==> src/rtl/board_generator.sv <==
// board_generator
//   Wishbone writing master that builds a fresh Minesweeper board in the
//   16x16 board memory. A build has three passes:
//     1. clear all 256 cells,
//     2. place mines at pseudo-random in-bounds cells,
//     3. write every in-bounds cell's neighbouring-mine count.
//
// Ports
//   clk, rst            system clock, asynchronous active-high reset
//   start               one-cycle build request (ignored while busy)
//   rows_m1, cols_m1    board rows/columns minus one, captured at start
//   mine_count          requested mines, captured at start
//   seed                LFSR seed (zero selects LFSR_DEFAULT), captured at start
//   busy                high while a build is in progress
//   done                one-cycle pulse when the board is complete
//   wb_*                single-transfer Wishbone master (CYC == STB); each
//                       transfer is followed by one mandatory idle cycle
//
// Cell byte: bit7 mine, bit6 flag, bit5 defused, bits4:1 mine count, bit0 spare.
module board_generator #(
  parameter logic [15:0] LFSR_DEFAULT = 16'hACE1
) (
  input  logic        clk,
  input  logic        rst,
  input  logic        start,
  input  logic [3:0]  rows_m1,
  input  logic [3:0]  cols_m1,
  input  logic [7:0]  mine_count,
  input  logic [15:0] seed,
  output logic        busy,
  output logic        done,
  output logic [7:0]  wb_adr_o,
  output logic [7:0]  wb_dat_o,
  input  logic [7:0]  wb_dat_i,
  output logic        wb_we_o,
  output logic        wb_stb_o,
  output logic        wb_cyc_o,
  input  logic        wb_ack_i
);

  typedef enum logic [2:0] {
    S_IDLE  = 3'd0,
    S_CLEAR = 3'd1,
    S_PLACE = 3'd2,
    S_COUNT = 3'd3,
    S_DONE  = 3'd4
  } state_t;

  // Per-cell sub-steps of the counting pass
  typedef enum logic [1:0] {
    C_SELF  = 2'd0,
    C_NB    = 2'd1,
    C_WRITE = 2'd2
  } csub_t;

  // Fibonacci LFSR, taps 16,14,13,11, shifting left, feedback into bit 0
  function automatic logic [15:0] lfsr_step(input logic [15:0] v);
    return {v[14:0], v[15] ^ v[13] ^ v[12] ^ v[10]};
  endfunction

  state_t      state_r;
  csub_t       csub_r;
  logic        strobe_r;
  logic [3:0]  rows_r;
  logic [3:0]  cols_r;
  logic [7:0]  mines_r;
  logic [7:0]  placed_r;
  logic [15:0] lfsr_r;
  logic [8:0]  clr_idx_r;
  logic        pl_write_r;
  logic [3:0]  cr_r;
  logic [3:0]  cc_r;
  logic [3:0]  nb_r;
  logic [3:0]  sum_r;
  logic        self_mine_r;
  logic        cells_done_r;

  logic [8:0]  area_s;
  logic [8:0]  max_mines_s;
  logic [7:0]  clamp_s;
  logic [15:0] lfsr_next_s;
  logic        cand_ok_s;
  logic [4:0]  dr_s;
  logic [4:0]  dc_s;
  logic [4:0]  nr_s;
  logic [4:0]  nc_s;
  logic        nb_ok_s;
  logic        unused_dat_s;

  // CYC and STB come from one register so they can never differ
  assign wb_cyc_o = strobe_r;
  assign wb_stb_o = strobe_r;

  // Only the mine bit of a read cell matters to this block
  assign unused_dat_s = ^wb_dat_i[6:0];

  // Mine clamp: at least one cell must stay safe
  always_comb begin
    area_s      = ({5'd0, rows_m1} + 9'd1) * ({5'd0, cols_m1} + 9'd1);
    max_mines_s = area_s - 9'd1;
    if ({1'b0, mine_count} < max_mines_s) begin
      clamp_s = mine_count;
    end else begin
      clamp_s = max_mines_s[7:0];
    end
  end

  // Next placement candidate from the stepped LFSR
  always_comb begin
    lfsr_next_s = lfsr_step(lfsr_r);
    cand_ok_s   = (lfsr_next_s[7:4] <= rows_r) && (lfsr_next_s[3:0] <= cols_r);
  end

  // Neighbour address; 5-bit arithmetic so -1 and 16 both land in bit 4 (out of bounds)
  always_comb begin
    dr_s = 5'd0;
    dc_s = 5'd0;
    case (nb_r[2:0])
      3'd0:    begin dr_s = 5'h1F; dc_s = 5'h1F; end  // NW
      3'd1:    begin dr_s = 5'h1F; dc_s = 5'h00; end  // N
      3'd2:    begin dr_s = 5'h1F; dc_s = 5'h01; end  // NE
      3'd3:    begin dr_s = 5'h00; dc_s = 5'h1F; end  // W
      3'd4:    begin dr_s = 5'h00; dc_s = 5'h01; end  // E
      3'd5:    begin dr_s = 5'h01; dc_s = 5'h1F; end  // SW
      3'd6:    begin dr_s = 5'h01; dc_s = 5'h00; end  // S
      3'd7:    begin dr_s = 5'h01; dc_s = 5'h01; end  // SE
      default: begin dr_s = 5'h00; dc_s = 5'h00; end
    endcase
    nr_s    = {1'b0, cr_r} + dr_s;
    nc_s    = {1'b0, cc_r} + dc_s;
    nb_ok_s = !nr_s[4] && !nc_s[4] && (nr_s[3:0] <= rows_r) && (nc_s[3:0] <= cols_r);
  end

  // Build sequencer and Wishbone master. A transfer in flight only waits
  // for ACK; all decisions are taken in cycles with no strobe, which makes
  // the cycle after each ACK the required idle cycle and ignores stale ACKs.
  always_ff @(posedge clk or posedge rst) begin
    if (rst) begin
      state_r      <= S_IDLE;
      csub_r       <= C_SELF;
      strobe_r     <= 1'b0;
      wb_we_o      <= 1'b0;
      wb_adr_o     <= 8'h00;
      wb_dat_o     <= 8'h00;
      busy         <= 1'b0;
      done         <= 1'b0;
      rows_r       <= 4'd0;
      cols_r       <= 4'd0;
      mines_r      <= 8'd0;
      placed_r     <= 8'd0;
      lfsr_r       <= LFSR_DEFAULT;
      clr_idx_r    <= 9'd0;
      pl_write_r   <= 1'b0;
      cr_r         <= 4'd0;
      cc_r         <= 4'd0;
      nb_r         <= 4'd0;
      sum_r        <= 4'd0;
      self_mine_r  <= 1'b0;
      cells_done_r <= 1'b0;
    end else begin
      done <= 1'b0;
      if (strobe_r) begin
        if (wb_ack_i) begin
          strobe_r <= 1'b0;
          case (state_r)
            S_CLEAR: clr_idx_r <= clr_idx_r + 9'd1;
            S_PLACE: begin
              if (wb_we_o) begin
                placed_r   <= placed_r + 8'd1;
                pl_write_r <= 1'b0;
              end else if (!wb_dat_i[7]) begin
                pl_write_r <= 1'b1;
              end else begin
                pl_write_r <= 1'b0;
              end
            end
            S_COUNT: begin
              case (csub_r)
                C_SELF: begin
                  self_mine_r <= wb_dat_i[7];
                  sum_r       <= 4'd0;
                  nb_r        <= 4'd0;
                  csub_r      <= C_NB;
                end
                C_NB: begin
                  sum_r <= sum_r + {3'd0, wb_dat_i[7]};
                  nb_r  <= nb_r + 4'd1;
                end
                C_WRITE: begin
                  csub_r <= C_SELF;
                  if (cc_r == cols_r) begin
                    cc_r <= 4'd0;
                    if (cr_r == rows_r) begin
                      cells_done_r <= 1'b1;
                    end else begin
                      cr_r <= cr_r + 4'd1;
                    end
                  end else begin
                    cc_r <= cc_r + 4'd1;
                  end
                end
                default: csub_r <= C_SELF;
              endcase
            end
            default: strobe_r <= 1'b0;
          endcase
        end
      end else begin
        case (state_r)
          S_IDLE: begin
            if (start) begin
              rows_r       <= rows_m1;
              cols_r       <= cols_m1;
              mines_r      <= clamp_s;
              lfsr_r       <= (seed == 16'h0000) ? LFSR_DEFAULT : seed;
              placed_r     <= 8'd0;
              pl_write_r   <= 1'b0;
              clr_idx_r    <= 9'd0;
              cr_r         <= 4'd0;
              cc_r         <= 4'd0;
              cells_done_r <= 1'b0;
              csub_r       <= C_SELF;
              busy         <= 1'b1;
              state_r      <= S_CLEAR;
            end
          end
          S_CLEAR: begin
            if (clr_idx_r[8]) begin
              state_r <= S_PLACE;
            end else begin
              strobe_r <= 1'b1;
              wb_we_o  <= 1'b1;
              wb_adr_o <= clr_idx_r[7:0];
              wb_dat_o <= 8'h00;
            end
          end
          S_PLACE: begin
            if (pl_write_r) begin
              // Address still holds the candidate that was just read
              strobe_r <= 1'b1;
              wb_we_o  <= 1'b1;
              wb_dat_o <= 8'h80;
            end else if (placed_r == mines_r) begin
              state_r <= S_COUNT;
            end else begin
              lfsr_r <= lfsr_next_s;
              if (cand_ok_s) begin
                strobe_r <= 1'b1;
                wb_we_o  <= 1'b0;
                wb_adr_o <= lfsr_next_s[7:0];
                wb_dat_o <= 8'h00;
              end
            end
          end
          S_COUNT: begin
            case (csub_r)
              C_SELF: begin
                if (cells_done_r) begin
                  done    <= 1'b1;
                  busy    <= 1'b0;
                  state_r <= S_DONE;
                end else begin
                  strobe_r <= 1'b1;
                  wb_we_o  <= 1'b0;
                  wb_adr_o <= {cr_r, cc_r};
                  wb_dat_o <= 8'h00;
                end
              end
              C_NB: begin
                if (nb_r[3]) begin
                  strobe_r <= 1'b1;
                  wb_we_o  <= 1'b1;
                  wb_adr_o <= {cr_r, cc_r};
                  wb_dat_o <= {self_mine_r, 2'b00, sum_r, 1'b0};
                  csub_r   <= C_WRITE;
                end else if (nb_ok_s) begin
                  strobe_r <= 1'b1;
                  wb_we_o  <= 1'b0;
                  wb_adr_o <= {nr_s[3:0], nc_s[3:0]};
                  wb_dat_o <= 8'h00;
                end else begin
                  nb_r <= nb_r + 4'd1;
                end
              end
              default: csub_r <= C_SELF;
            endcase
          end
          S_DONE:  state_r <= S_IDLE;
          default: state_r <= S_IDLE;
        endcase
      end
    end
  end

endmodule

==> config.mk <==
export PLATFORM = sky130hd
export DESIGN_NAME = board_generator
export DESIGN_NICKNAME = d
export VERILOG_FILES = /design/src/rtl/board_generator.sv
export SDC_FILE = /design/constraint.sdc
export NUM_CORES = 1
export LEC_CHECK = 0
export ABC_AREA = 1
export BUFFER_PORTS_ARGS = -buffer_cell sky130_fd_sc_hd__buf_2
export CORE_MARGIN = 8
export CORE_UTILIZATION = 50
export DETAILED_ROUTE_END_ITERATION = 8
export GPL_TIMING_DRIVEN = 1
export MAX_ROUTING_LAYER = met4
export PLACE_DENSITY = 0.69
export SLEW_MARGIN = 20
export SYNTH_ARGS = -nofsm -noshare
export SYNTH_HDL_FRONTEND = slang
export SYNTH_SLANG_ARGS = --single-unit
==> constraint.sdc <==
create_clock -name clk -period 6 [get_ports clk]
set_input_delay 0.6 -clock clk [delete_from_list [all_inputs] [get_ports clk]]
set_output_delay 0.6 -clock clk [all_outputs]
set_load 0.03 [all_outputs]
# Word level (Yosys, flattened, before mapping)

Memory sizes are Yosys's and may differ from the RTL's.
Cells that the tools add are included.

Register bits: 93
Bits in latches: 0
Memory bits (writable): 0
Bits in read-only memories: 80
Bits of input ports: 44
Output and inout port bits: 21
Logic and storage cells: 227
Memories: 1

Memories:

| name            | depth | bits a word | rd ports | clocked after memory_dff | write ports | RTL line | text |
|---|---|---|---|---|---|---|---|
| (no name shown) | 8     | 10          | 1        | 0                        | 0           | 118      | `case (nb_r[2:0])` |

Add/subtract/negate cells: 11
Multipliers: 1
Div/mod/pow operators: 0
$lt $le $gt $ge: 5
Equal/unequal tests: 37
Shift operators: 0
Multiplexer cells: 113
Bitwise logic cells: 4
Reduce and logical (&&, ||, !) cells: 33

Operator list:

| cell                | number |
|---|---|
| $mux 8              | 21 |
| $mux 4              | 20 |
| $mux 16             | 4 |
| $pmux 8 s3          | 2 |
| $mux 9              | 5 |
| $mux 1              | 36 |
| $pmux 16 s2         | 1 |
| $pmux 8 s2          | 2 |
| $ne 2x2->1 const B  | 14 |
| $reduce_and 7->1    | 4 |
| $reduce_and 4->1    | 5 |
| $reduce_and 5->1    | 4 |
| $mux 3              | 6 |
| $ne 3x3->1 const B  | 6 |
| $le 4x4->1          | 4 |
| $logic_not 16->1    | 1 |
| $pmux 4 s2          | 2 |
| $ne 2x1->1 const B  | 7 |
| $add 4x1->4 const B | 3 |
| $pmux 2 s2          | 3 |
| $pmux 3 s4          | 1 |
| $reduce_bool 2->1   | 6 |
| $add 4x1->5 const B | 2 |
| $add 4x5->5         | 2 |
| other kinds (28)    | 43 |

# Depth between registers and ports, before layout

Gate-level depths: netlist of the first run.
An unclocked memory read counts as a cell.

Depth after elaboration: 11
Gate-level depth with buffers: 24
Depth with buffers taken out: 24

# Least setup slack after synthesis of the first run

No wires, ideal clock.

Kind: input -> register
Start point: input rows_m1[0]
End point: register mines_r[0]
Library setup time: 118 ps
Data arrival time: 4599 ps
Data required time: 5882 ps
Setup slack: 1283 ps
Stages on the path: 23
Path buffers: 0
Cells stage by stage: ha_1 -> xor2_1 -> inv_1 -> nor2_1 -> fa_1 -> inv_1 -> fa_1 -> inv_1 -> fa_1 -> ha_1 -> a21o_1 -> nand2_1 -> nand3_1 -> xnor2_1 -> ha_1 -> nand2_1 -> inv_1 -> a221oi_1 -> nand2_1 -> nand2_2 -> nand2_1 -> nand3_1 -> nand2_1

Cells in the longest elaborated chain, start to end: 5

Ends and longest elaborated chain:

| element              | RTL line | text |
|---|---|---|
| from (decl)          | 26       | `input logic [3:0] rows_m1,` |
| $add 4x1->5 *        | 99       | `area_s = ({5'd0, rows_m1} + 9'd1) * ({5'd0, cols_m1} + 9'd1);` |
| $mul 5x5->9 *        | 99       |  |
| $sub 9x1->9 *        | 100      | `max_mines_s = area_s - 9'd1;` |
| $lt 8x9->1           | 101      | `if ({1'b0, mine_count} < max_mines_s) begin` |
| $mux 8 *             | 101      |  |
| to (signal assigned) | 214      | `mines_r <= clamp_s;` |
| to (decl)            | 66       | `logic [7:0] mines_r;` |

Mark *: on every way between the ends. The rest lies on a longest branch, timed or not.
A chain may end at the register's enable or synchronous reset.

# Final worst setup path of the first run

Start point: input cols_m1[0]
End point: register mines_r[7]

Cells in the longest elaborated chain, start to end: 5

Ends and longest elaborated chain:

| element       | RTL line | text |
|---|---|---|
| from (decl)   | 27       | `input logic [3:0] cols_m1,` |
| $add 4x1->5 * | 99       |  |
| $mul 5x5->9 * | 99       |  |
| $sub 9x1->9 * | 100      |  |
| $lt 8x9->1    | 101      |  |
| $mux 8 *      | 101      |  |

Marks and branches as above.

==> reports/qor_table.md, run 1 <==
| Metric | Reported |
|:---|:---|
| Run status | finished, final reports clean |
| Arrival time at the worst endpoint | 5.19 ns |
| Placer congestion estimate | 0.889 |
| Maximum number of pins on one net before global-route repair | 68 |
| Peak supply drop | 0.370 mV |
| Kind of capture point of the worst setup path | flop |
| Portion of the post-synthesis area used by sequential elements | 33.1% |
| Setup repair after global routing missed its margin | false |
| Total number of H-tree levels | 3 |
| Register-to-register path setup slack | 2.30 ns |
| Required time worst endpoint | 6.24 ns |
| Area Overhead vs Synth | 11.1% |
| Die footprint | 17700 sq um |
| Vias after detailed routing | 5863 |
| Die W | 133 um |
| Max Fanout on Critical Path | 9 |
| Hold WS | 0.211 ns |
| Post-CTS setup repair buffer count | 0 |
| CTS sink count | 90 |
| Clock Tree Buf Depth | 2 |
| Remaining antenna violation count after routing | 0 |
| Total number of placement rows | 42 |
| Number of global-route vias before repair | 5889 |
| Post-synthesis instance area | 6840 sq um |
| Actual transition at the worst max-transition pin | 0.857 ns |
| CTS clock-pin slew for the worst setup and hold paths | 0.07 ns |
| Final setup skew | 0.00917 ns |
| Count of max-cap constraint violations | 0 |
| Worst Hold Class | input port to asynchronous set/reset pin |
| Antenna violations before repair | 0 |
| Yosys warning total | 0 |
| Setup violation total in the final timing report | 0 |
| Tightest slew margin relative to the limit | 42.9% |
| Diodes inserted | 0 |
| Final-layout setup total negative slack | 0 ns |
| Yosys cell types | 48 |
| Mean post-synth cell area | 7.62 sq um |
| Die Y | 133 um |
| IO Port Bufs | 54 |
| Crit path kind | input port to flop |
| Number of cells upsized or downsized after cts | 0 |
| Iteration count of the initial detailed-routing pass | 5 |
| TritonCTS buffer count | 9 |
| Global-route wire length before repair | 27800 um |
| Max Freq | 0.202 GHz |
| Count of mapped cells out of synthesis | 897 |
| Startpoint of the most critical register-to-register path | nb_r[0] |
| Detailed router's first-iteration violation count | 373 |
| Wirelength, routed | 15800 um |
| Final critical-path share of the clock period | 82.4% |
| Cell count of the worst reg-to-reg path | 19 |
| CTS root buf | clkbuf_16 |
| Cell area power density | 576 nW/um^2 |
| Remaining global-route overflow | 0 |
| Half-perimeter wire length after placement | 12000 um |
| GRT Total Usage | 19.5% |
| DRC violations left | 0 |
| TritonCTS clock tree | built |
| Final Power | 4370 uW |
| Total of flip-flops plus latches after synthesis | 90 |
| Max-slew violations | 0 |
| Worst reg2reg path endpoint | wb_adr_o[1] |
| Initial cell density of the core | 51.4% |
| Count of hold-fix buffers inserted at cts | 0 |
| Top-level port count | 65 |
| Type of origin of the critical path | input port |
| Time the worst path needs with I/O delays and setup | 4.94 ns |
| Core Region | 13300 sq um |
| Mean routed wirelength per cell | 14.0 um |
| Via count normalized by instance count | 5.19 |
| Fin. Hold Viols | 0 |
| Fraction of final layout cells sized beyond drive strength 1 | 12.4% |
| Source-to-sink clock delay at the later pin of the worst-skew pair | 0.36 ns |
| Static leakage | 0.00400 uW |
| Total number of nets in the final design | 1068 |
-- cells by family (layout without fill, tap and decap cells) --
| family | count (synthesis) | count (layout) | share of synthesized area (%) |
|---|---|---|---|
| AOI/OAI and AO/OA | 132 | 132 | 10.7 |
| xor gates and xnor gates | 35 | 35 | 4.48 |
| adders and majority gates | 75 | 75 | 15.3 |
| buffers and inverters | 145 | 200 | 8.46 |
| DFF | 90 | 90 | 33.1 |
| muxes | 1 | 1 | 0.146 |
| other | 1 | 3 | 0.0549 |
| and+or+nand+nor | 418 | 418 | 27.8 |
-- cells in the mapped netlist (all sizes together) --
library cell / count / area [sq um]
buf: 12 / 78.8
clkinv: 1 / 3.75
nand4: 12 / 96.3
nand3: 67 / 360
o211ai: 9 / 67.6
o21a: 3 / 22.5
dfstp: 8 / 210
o21bai: 1 / 7.51
mux2i: 1 / 10.0
o31ai: 2 / 15.0
a221oi: 1 / 8.76
xnor2: 22 / 193
inv: 128 / 480
nand3b: 3 / 22.5
a211oi: 1 / 7.51
fa: 14 / 280
nor3b: 1 / 7.51
and3: 1 / 11.3
or2: 3 / 18.8
nand2: 258 / 1020
a21oi: 33 / 165
nor3: 11 / 82.6
conb: 1 / 3.75
a31oi: 3 / 18.8
o21ai: 66 / 334
o22ai: 11 / 68.8
ha: 61 / 763
xor2: 13 / 114
nor2: 60 / 272
dfrtp: 82 / 2050
a21o: 2 / 15.0
clkbuf: 4 / 15.0
nor4: 2 / 12.5
-- area by class of cell --
cell class / count / area [sq um]
fill: 1262 / 5700
multi-input combinational: 664 / 4000
sequential: 90 / 2260
inverter: 129 / 485
timing repair buffer: 55 / 278
clock buffer: 9 / 225
tap: 176 / 220
clock inverter: 7 / 124
-- critical path, stage by stage --
cell	delay (ns)
buf_2	0.16
ha_1	0.23
xor2_1	0.16
inv_1	0.14
nor2_1	0.08
fa_1	0.53
inv_1	0.05
fa_1	0.47
inv_1	0.06
fa_1	0.47
ha_1	0.37
a21o_1	0.19
nand2_1	0.05
nand3_1	0.08
xnor2_1	0.19
ha_1	0.27
nand2_1	0.07
inv_1	0.05
a221oi_1	0.24
nand2_1	0.26
nand2_2	0.23
nand2_1	0.08
nand3_1	0.08
nand2_1	0.06
-- state kept, by name (all words and copies together), names as in the netlist, 4 cells and up --
name,cells
lfsr_r,16
clr_idx_r,9
mines_r,8
placed_r,8
wb_adr_o,8
wb_dat_o,5
cc_r,4
cols_r,4
cr_r,4
nb_r,4
rows_r,4
sum_r,4
-- routing by layer --
layer	GRT usage (%)	up-vias	routed length [um]
met5	-	-	0
met4	6.31	0	314
met3	3.03	22	535
met2	31.4	97	7490
met1	24.7	2729	7460
li1	-	3015	-
-- per-stage QoR --
step           util [%]  setup slack, ns  std cells  cell area, sq um
2_1_floorplan         -             1.28        899              6840
3_3_place_gp       54.5            0.764       1114              7250
3_5_place_dp       54.5            0.712       1114              7250
4_1_cts            57.2             1.08       1130              7600
5_1_grt            57.2            0.637       1130              7600
6_report           57.2             1.06       1130              7600
-- placed cells by master (no fill, tap or decap), types with 2 or more instances in the layout --
cell       instances
a21o_1             2
a21oi_1           33
a31oi_1            3
buf_2             54
bufinv_16          3
clkbuf_16          9
clkinv_2           2
conb_1             3
dfrtp_1           82
dfstp_2            8
fa_1              14
ha_1              61
inv_1            123
inv_2              4
nand2_1          246
nand2_2            8
nand2_4            4
nand3_1           62
nand3_2            5
nand3b_1           3
nand4_1           10
nor2_1            53
nor2_2             3
nor2_4             3
nor3_1             8
nor3_4             2
nor4_1             2
o211ai_1           9
o21a_1             3
o21ai_0           62
o21ai_1            3
o22ai_1           11
o31ai_1            2
or2_2              3
xnor2_1           22
xor2_1            13
-- where the power goes --
group	internal, uW	leakage (uW)	total, uW	switching [uW]
Clock	412	0.000172	671	260
Combinational	929	0.00268	2570	1640
Sequential	874	0.00115	1130	259
Total	2210	0.00400	4370	2160
-- how the worst max path moves through the flow --
stage | startpoint | to | cells past startpoint
after floorplan | rows_m1[0] | mines_r[0] | 23
after global placement | cols_m1[0] | mines_r[7] | 24
final | cols_m1[0] | mines_r[7] | 24
after global routing | rows_m1[0] | mines_r[1] | 24
after CTS | cols_m1[0] | mines_r[7] | 24
after detailed placement | cols_m1[0] | mines_r[7] | 24
No activity file was read; power rests on OpenSTA's default activity.
==> run 2: changes to the inputs <==
Clock period 6 ns to 4.62 ns, I/O delays scaled along.
==> run 2 against run 1 <==
  * Global-route usage down 0.13 points
  * Sequential power up 30%
  * First-iteration DRC count up 1.9%
  * Routed wire length up 0.81%
  * Final cell count up 2.3%
  * Clock power up 29%
  * Critical endpoint is now mines_r[6]
  * Non-clock buffer count up 26
  * Clock skew up 0.0020 ns
  * Largest power group unchanged
  * Count of clock-buffer cells in the layout unchanged
  * Highest routed layer unchanged
==> reports/qor_table.md, run 2 (synthesized netlist as in run 1, its figures left out) <==
| Metric | Reported | Change |
|:---|:---|:---|
| Run status | finished, final reports clean |  |
| Source-to-sink clock delay at the later pin of the worst-skew pair | 0.35 ns | about the same |
| Mean routed wirelength per cell | 13.8 um | -1.5% |
| Required time worst endpoint | 4.85 ns | -1.39 ns |
| Remaining global-route overflow | 0 | unchanged |
| Crit path kind | input port to flop |  |
| TritonCTS clock tree | built |  |
| Area Overhead vs Synth | 14.9% |  |
| IO Port Bufs | 54 | unchanged |
| CTS sink count | 90 | unchanged |
| Detailed router's first-iteration violation count | 380 | +1.9% |
| Biggest register | lfsr_r |  |
| Core Region | 13300 sq um | unchanged |
| Clock Tree Buf Depth | 2 | unchanged |
| Register-to-register path setup slack | 0.87 ns | -1.43 ns |
| Max Freq | 0.230 GHz |  |
| Actual transition at the worst max-transition pin | 0.899 ns | +0.0417 ns |
| Tightest slew margin relative to the limit | 39.9% | -2.9 points |
| Wirelength, routed | 15900 um | +0.81% |
| Setup violation total in the final timing report | 0 | unchanged |
| Die Y | 133 um | unchanged |
| Max Fanout on Critical Path | 8 | -1 |
| Maximum single-stage delay on the critical path | 0.57 ns | +0.04 ns |
| Vias after detailed routing | 5877 | +0.24% |
| Remaining antenna violation count after routing | 0 | unchanged |
| Die W | 133 um | unchanged |
| Arrival time at the worst endpoint | 4.58 ns | -0.61 ns |
| Peak supply drop | 0.506 mV | +37% |
| Maximum number of pins on one net before global-route repair | 50 | -26% |
| Top flop regs | lfsr_r: 16 flops, clr_idx_r: 9 flops |  |
| GRT Total Usage | 19.4% | -0.13 points |
| Time the worst path needs with I/O delays and setup | 4.35 ns |  |
| Total number of nets in the final design | 1094 | +2.4% |
| Final-layout setup total negative slack | 0 ns | unchanged |
| Placer congestion estimate | 0.896 | +0.84% |
| Cell count of the worst reg-to-reg path | 19 | unchanged |
| Fraction of final layout cells sized beyond drive strength 1 | 15.6% | +3.2 points |
| DRC violations left | 0 | unchanged |
| Diodes inserted | 0 | unchanged |
| CTS root buf | clkbuf_16 |  |
| Commonest cells after routing, fill and taps aside | nand2_1, inv_1, dfrtp_1 |  |
| Count of max-cap constraint violations | 0 | unchanged |
| Max-slew violations | 0 | unchanged |
| Worst slack, placed | -0.188 ns | -0.900 ns |
| Die footprint | 17700 sq um | unchanged |
| Post-CTS setup repair buffer count | 0 | unchanged |
| Worst-case setup margin in the final layout | 0.271 ns | -0.785 ns |
| Type of origin of the critical path | input port |  |
| Antenna violations before repair | 0 | unchanged |
| Total number of placement rows | 42 | unchanged |
| Final Power | 5920 uW | +35% |
| Fin. Hold Viols | 0 | unchanged |
| Startpoint of the most critical register-to-register path | nb_r[0] |  |
| Final setup skew | 0.0111 ns | +0.00196 ns |
| Total number of H-tree levels | 3 | unchanged |
| Worst reg2reg path endpoint | wb_adr_o[1] |  |
| Number of global-route vias before repair | 5812 | -1.3% |
| Global-route wire length before repair | 27500 um | -1.0% |
| Most common cell after layout, fill and taps aside | nand2_1 |  |
| Max FFs per register | 16 | unchanged |
| TritonCTS buffer count | 9 | unchanged |
| CTS clock-pin slew for the worst setup and hold paths | 0.07 ns | about the same |
| Half-perimeter wire length after placement | 12300 um | +2.3% |
| Worst Hold Class | input port to asynchronous set/reset pin |  |
| Final critical-path share of the clock period | 94.1% |  |
| Worst path cell trace | buf_2 -> ha_1 -> xor2_1 -> inv_1 -> buf_4 -> nor2_2 -> fa_1 -> ha_1 -> fa_1 -> inv_1 -> fa_1 -> buf_4 -> xor2_2 -> ha_1 -> nand2_1 -> nor2_1 -> nor2_1 -> o21ai_0 -> nand3_1 -> nand2_2 -> buf_4 -> nand3_1 -> nand3_1 -> nand2_1 |  |
| Cell area power density | 753 nW/um^2 | +31% |
| Initial cell density of the core | 51.4% | unchanged |
| Static leakage | 0.00414 uW | +3.6% |
| Slowest cell on the critical path | fa_1 |  |
| Top-level port count | 65 | unchanged |
| Via count normalized by instance count | 5.08 | -2.0% |
| Iteration count of the initial detailed-routing pass | 4 | -1 |
| Kind of capture point of the worst setup path | flop |  |
==> run 2: cell count changes in the layout (fill, tap and decap cells not counted), sizes merged <==
cell    delta
buf       +26
clkinv     -1
inv        +1
==> run 2: stage by stage <==
step | area, sq um | utilization, % | hold slack, ns | cells
after floorplan | 6840 | - | 0.449 | 899
after global placement | 7440 | 56.0 | 0.462 | 1140
after detailed placement | 7440 | 56.0 | 0.467 | 1140
after CTS | 7790 | 58.6 | 0.223 | 1156
after global routing | 7850 | 59.1 | 0.259 | 1156
final | 7850 | 59.1 | 0.194 | 1156
==> run 2: how the worst max path moves through the flow <==
stage / start / to
CTS: rows_m1[0] / mines_r[6]
global placement: rows_m1[0] / mines_r[6]
global route: rows_m1[1] / mines_r[7]
floorplan: rows_m1[0] / mines_r[0]
detailed placement: rows_m1[0] / mines_r[6]
finish: cols_m1[0] / mines_r[6]
==> run 2: final cells by class <==
| type | instances | area (sq um) |
|---|---|---|
| sequential | 90 | 2260 |
| timing repair buffer | 81 | 473 |
| inverter | 129 | 485 |
| clock buffer | 9 | 225 |
| tap | 176 | 220 |
| clock inverter | 7 | 121 |
| fill | 1234 | 5440 |
| multi-input combinational | 664 | 4070 |
==> run 2: repair_timing <==
action	CTS	global route
hold buffers	0	0
resized for setup	0	11
setup endpoints to repair	0	8
==> run 2: layer usage <==
| metal | share of wire (%) | global-route usage, % |
|---|---|---|
| met1 | 48 | 24.7 |
| met2 | 48 | 32.3 |
| met3 | 2.3 | 2.12 |
| met4 | 1.1 | 4.92 |
| met5 | 0 | - |
==> run 2: power breakdown <==
| group | total, uW | switching [uW] | internal, uW |
|---|---|---|---|
| sequential | 1470 | 335 | 1130 |
| combinational | 3580 | 2210 | 1370 |
| clock | 866 | 332 | 534 |
| total | 5920 | 2880 | 3040 |
==> run 2: critical path, delay by kind of cell <==
family,cells,cell delay (ns)
buffers and inverters,6,0.74
adders and majority gates,6,2.22
and+or+nand+nor,9,0.77
xor gates and xnor gates,2,0.32
AOI/OAI and AO/OA,1,0.06
